===== src/rtl/regfile_writeback_queue.sv =====
// rtl/regfile_writeback_queue.sv - merges ALU and load results into a FIFO that drains to the register-file write port
// Loads win arbitration; hazard flags cover queued entries plus the registered pending write.
module regfile_writeback_queue #(
  parameter int SIZE    = 16,
  parameter int REGBITS = 4,
  parameter int DEPTH   = 4
) (
  input  logic                       clk,
  input  logic                       reset,
  input  logic                       mem_valid,
  output logic                       mem_ready,
  input  logic [REGBITS-1:0]         mem_dst,
  input  logic [SIZE-1:0]            mem_data,
  input  logic                       alu_valid,
  output logic                       alu_ready,
  input  logic [REGBITS-1:0]         alu_dst,
  input  logic [SIZE-1:0]            alu_data,
  input  logic                       wb_hold,
  output logic                       wr_en,
  output logic [REGBITS-1:0]         wr_addr,
  output logic [SIZE-1:0]            wr_data,
  input  logic [REGBITS-1:0]         qry_a,
  input  logic [REGBITS-1:0]         qry_b,
  output logic                       hazard_a,
  output logic                       hazard_b,
  output logic [$clog2(DEPTH+1)-1:0] count
);
  localparam int PTRW = $clog2(DEPTH);
  localparam int CNTW = $clog2(DEPTH + 1);

  logic [REGBITS-1:0] dst_q  [DEPTH];
  logic [SIZE-1:0]    data_q [DEPTH];

  logic [PTRW-1:0]    head_q, head_d;
  logic [PTRW-1:0]    tail_q, tail_d;
  logic [CNTW-1:0]    count_q, count_d;
  logic               wr_en_q, wr_en_d;
  logic [REGBITS-1:0] wr_addr_q, wr_addr_d;
  logic [SIZE-1:0]    wr_data_q, wr_data_d;

  logic               full, empty;
  logic               enq_mem, enq_alu, enq, deq;
  logic [REGBITS-1:0] enq_dst;
  logic [SIZE-1:0]    enq_data;

  assign full  = (count_q == CNTW'(DEPTH));
  assign empty = (count_q == '0);

  // Ready never anticipates a same-cycle drain, so a full queue stalls both sources.
  assign mem_ready = !full;
  assign alu_ready = !full && !mem_valid;

  assign enq_mem  = mem_valid && mem_ready;
  assign enq_alu  = alu_valid && alu_ready;
  assign enq      = enq_mem || enq_alu;
  assign enq_dst  = enq_mem ? mem_dst  : alu_dst;
  assign enq_data = enq_mem ? mem_data : alu_data;
  assign deq      = !empty && !wb_hold;

  always_comb begin
    head_d    = head_q;
    tail_d    = tail_q;
    count_d   = count_q;
    wr_en_d   = 1'b0;
    wr_addr_d = wr_addr_q;
    wr_data_d = wr_data_q;
    if (enq) begin
      tail_d = tail_q + PTRW'(1);
    end
    if (deq) begin
      head_d    = head_q + PTRW'(1);
      wr_en_d   = 1'b1;
      wr_addr_d = dst_q[head_q];
      wr_data_d = data_q[head_q];
    end
    case ({enq, deq})
      2'b10:   count_d = count_q + CNTW'(1);
      2'b01:   count_d = count_q - CNTW'(1);
      default: count_d = count_q;
    endcase
  end

  always_ff @(posedge clk) begin
    if (reset) begin
      head_q    <= '0;
      tail_q    <= '0;
      count_q   <= '0;
      wr_en_q   <= 1'b0;
      wr_addr_q <= '0;
      wr_data_q <= '0;
    end else begin
      head_q    <= head_d;
      tail_q    <= tail_d;
      count_q   <= count_d;
      wr_en_q   <= wr_en_d;
      wr_addr_q <= wr_addr_d;
      wr_data_q <= wr_data_d;
    end
  end

  // Storage needs no reset: occupancy is tracked by head/count alone.
  always_ff @(posedge clk) begin
    if (!reset && enq) begin
      dst_q[tail_q]  <= enq_dst;
      data_q[tail_q] <= enq_data;
    end
  end

  always_comb begin
    logic [PTRW-1:0] off;
    off      = '0;
    hazard_a = wr_en_q && (wr_addr_q == qry_a);
    hazard_b = wr_en_q && (wr_addr_q == qry_b);
    for (int i = 0; i < DEPTH; i++) begin
      off = PTRW'(i) - head_q;
      if (CNTW'(off) < count_q) begin
        if (dst_q[i] == qry_a) hazard_a = 1'b1;
        if (dst_q[i] == qry_b) hazard_b = 1'b1;
      end
    end
  end

  assign wr_en   = wr_en_q;
  assign wr_addr = wr_addr_q;
  assign wr_data = wr_data_q;
  assign count   = count_q;

endmodule


===== config.mk =====
export PLATFORM = sky130hd
export DESIGN_NAME = regfile_writeback_queue
export DESIGN_NICKNAME = d
export VERILOG_FILES = /design/src/rtl/regfile_writeback_queue.sv
export SDC_FILE = /design/constraint.sdc
export NUM_CORES = 1
export LEC_CHECK = 0
export ABC_AREA = 1
export BUFFER_PORTS_ARGS = -buffer_cell sky130_fd_sc_hd__buf_2
export CORE_ASPECT_RATIO = 2
export CORE_MARGIN = 2
export CORE_UTILIZATION = 40
export CTS_CLUSTER_DIAMETER = 120
export DETAILED_ROUTE_END_ITERATION = 16
export PLACE_DENSITY_LB_ADDON = 0.05
export SYNTH_ARGS = -nofsm -noshare
export SYNTH_HDL_FRONTEND = slang
export SYNTH_SLANG_ARGS = --single-unit

===== constraint.sdc =====
create_clock -name clk -period 2.1 [get_ports clk]
set_input_delay 0.21 -clock clk [delete_from_list [all_inputs] [get_ports clk]]
set_output_delay 0.21 -clock clk [all_outputs]
set_load 0.05 [all_outputs]

==> impl_metrics.env <==
export IMPL_cts_buffer_depth=2
export IMPL_port_buffers=80
export IMPL_grt_max_degree=26
export IMPL_avgViaCountPerCell=4.944
export IMPL_crit_start="head_q[0]"
export IMPL_fmax_ghz=0.4758
export IMPL_synthesis_area_mm2=0.005045
export IMPL_area_delta_synth_final_pct=22.05
export IMPL_yosysSeqAreaShare=0.5873
export IMPL_holdCritStartpoint="reset"
export IMPL_path_max_fanout=3
export IMPL_final_max_slew_violation_count=0
export IMPL_clkLatencyLatePin_ps=340
export IMPL_r2r_start="count[1]"
export IMPL_wl_um=11960
export IMPL_hold_viol=0
export IMPL_finalClockSkew_ps=7.210
export IMPL_rr_endpoint="count[2]"
export IMPL_drtPass1Iterations=5
export IMPL_holdPathStages=2
export IMPL_p_leak_nw=2.647
export IMPL_dp_final_hpwl_um=8250
export IMPL_clock_root_buffer="clkbuf_16"
export IMPL_power_density_mw_per_mm2=1202
export IMPL_violations="negative setup slack"
export IMPL_syn_num_nets=579
export IMPL_cts_buffers=9
export IMPL_status="finished with violations"
export IMPL_start_util=0.4065
export IMPL_clkSinkCount=108
export IMPL_die_area_mm2=0.01358
export IMPL_cts_hold_buf=0
export IMPL_critPathKind="flip-flop to primary output"
export IMPL_cpPeakStageDelay_ps=350
export IMPL_syn_avg_cell_area_um2=9.777
export IMPL_whs_ps=86.91
export IMPL_mostFrequentLayoutCell="nand2_1"
export IMPL_final_nets=672
export IMPL_grt_pass1_vias=3636
export IMPL_required_ps=1890
export IMPL_r2r_slack_ps=150
export IMPL_grt_antenna_before_repair=0
export IMPL_r2r_cells=10
export IMPL_min_period_ps=2102
export IMPL_ys_ff_latch=108
export IMPL_fp_dieW_um=83.41
export IMPL_synthCells=516
export IMPL_ir_worst_vdd_mv=0.8848
export IMPL_drtIter0Drc=218
export IMPL_maxSlewHeadroom=0.6846
export IMPL_grt_pass1_wl_um=18820
export IMPL_fillerInstances=1182
export IMPL_grtUsageTotal=0.1812
export IMPL_hp_class="input pin to flip-flop"
export IMPL_drc=0
export IMPL_path_clk_slew_ps=70
export IMPL_end_kind="primary output"
export IMPL_total_power_w=0.007403
export IMPL_mostFrequentLayoutCells="nand2_1 (126), edfxtp_1 (80), buf_2 (78)"
export IMPL_tightest_slew_ps=472.5
export IMPL_dr_total_vias=3777
export IMPL_wl_per_cell_um=15.65
export IMPL_htreeDepth=3
export IMPL_pin_count=81
export IMPL_ys_types=27
export IMPL_cp_start_kind="flip-flop"
export IMPL_rsz0062_at_grt="true"
export IMPL_fin_ws_ps=-1.561
export IMPL_setup_viol=1
export IMPL_post_route_period_util=1.001
export IMPL_postRouteAntennaNets=0
export IMPL_synth_warnings=0
export IMPL_slowest_stage="dfxtp_2"
export IMPL_antennaDiodeCount=0
export IMPL_cp_arrival_ps=1890
export IMPL_min_to="count[1]"
export IMPL_max_cap_violations=0
export IMPL_gp_congestion=0.8140
export IMPL_rows=58
export IMPL_cts_tree="done"
export IMPL_die_y_um=162.8
export IMPL_coreArea_mm2=0.01241
export IMPL_crit_chain="nand2_2 -> inv_2 -> nor2_4 -> inv_2 -> ha_4 -> inv_1 -> nor2_1 -> a21boi_2 -> nand3_1 -> nand2_1 -> nor2_1 -> nand2_1 -> buf_6"
export IMPL_drive_above_1_share=0.2590
export IMPL_grt_overflow_total=0
-- worst max path at each step --
stage                    end  cells past startpoint
global route        hazard_b                     13
global placement    hazard_a                     13
detailed placement  hazard_a                     13
finish              hazard_a                     13
CTS                 hazard_a                     12
floorplan           count[2]                     10
-- synth_stat cells, drive strengths merged --
cell type,number,area share
a21oi,14,0.014
nand3b,2,0.0030
xor2,6,0.010
or2,1,0.0012
dfxtp,28,0.11
a22oi,32,0.048
edfxtp,80,0.48
clkbuf,4,0.0032
nor3,4,0.0040
o21ai,40,0.040
mux2,20,0.045
nand3,7,0.0079
o21bai,1,0.0037
inv,50,0.037
nor2,75,0.056
buf,13,0.015
a21boi,2,0.0030
fa,1,0.0040
ha,9,0.022
nand2,127,0.094
-- power breakdown --
part           internal (W)  switching [W]  leakage (nW)
Sequential          0.00268       0.000201         0.964
Combinational      0.000885        0.00191          1.53
Clock              0.000970       0.000759         0.153
-- flip-flops by register name, indices dropped and copies added, names as in the netlist --
signal	flops
tail_q	2
dst_q	16
wr_en	1
count	3
data_q	64
head_q	2
wr_data	16
wr_addr	4
-- routing by layer --
metal  up-vias  global-route usage  wire [um]
met2        91              0.3204       6114
met3        13             0.03092        453
met1      1757              0.2235       5208
met4         0             0.06158        180
li1       1916                   -          -
met5         -                   0          0
-- through the flow --
stage | utilization | setup slack (ps) | instance area, um^2 | instances | TNS, ps
after global placement | 0.4662 | 90.60 | 5786 | 747 | 0
after detailed placement | 0.4662 | 22.49 | 5786 | 747 | 0
final | 0.4962 | -1.561 | 6157 | 764 | -1.561
after CTS | 0.4939 | -91.50 | 6128 | 764 | -161.3
after global routing | 0.4962 | -125.1 | 6157 | 764 | -248.4
after floorplan | - | 16.26 | 5094 | 516 | 0
-- area by class of cell --
cell class | count | area [um^2] | area share
Inverter | 50 | 187.7 | 0.03048
Clock buffer | 10 | 239.0 | 0.03881
Sequential cell | 108 | 2977 | 0.4834
Timing Repair Buffer | 99 | 618.1 | 0.1004
Clock inverter | 6 | 71.32 | 0.01158
Multi-Input combinational cell | 341 | 1877 | 0.3048
Tap cell | 150 | 187.7 | 0.03048
-- critical path: cells and delay by family, from the launching register on --
family	cells	cell delay (ps)
AO/OA/AOI/OAI	1	150
flip-flops	1	350
buffers and inverters	4	320
adder cells (fa/ha/maj)	1	220
AND/OR/NAND/NOR	7	520
-- logic make-up (layout without fill, tap and decap cells) --
kind of cell             after synthesis  after routing  share of synthesized area
adder cells (fa/ha/maj)               10             10                    0.02629
flip-flops                           108            108                     0.5873
AND/OR/NAND/NOR                      216            216                     0.1669
buffers and inverters                 67            165                    0.05580
XOR/XNOR                               6              6                    0.01042
multiplexers                          20             20                    0.04464
AO/OA/AOI/OAI                         89             89                     0.1086
-- repair_timing --
item,in CTS,in global routing
resized for setup,11,6
setup endpoints to repair,2,2
hold endpoints to repair,0,0
pin swaps,2,5
buffers inserted,1,0
No activity file was read; power rests on OpenSTA's default activity.
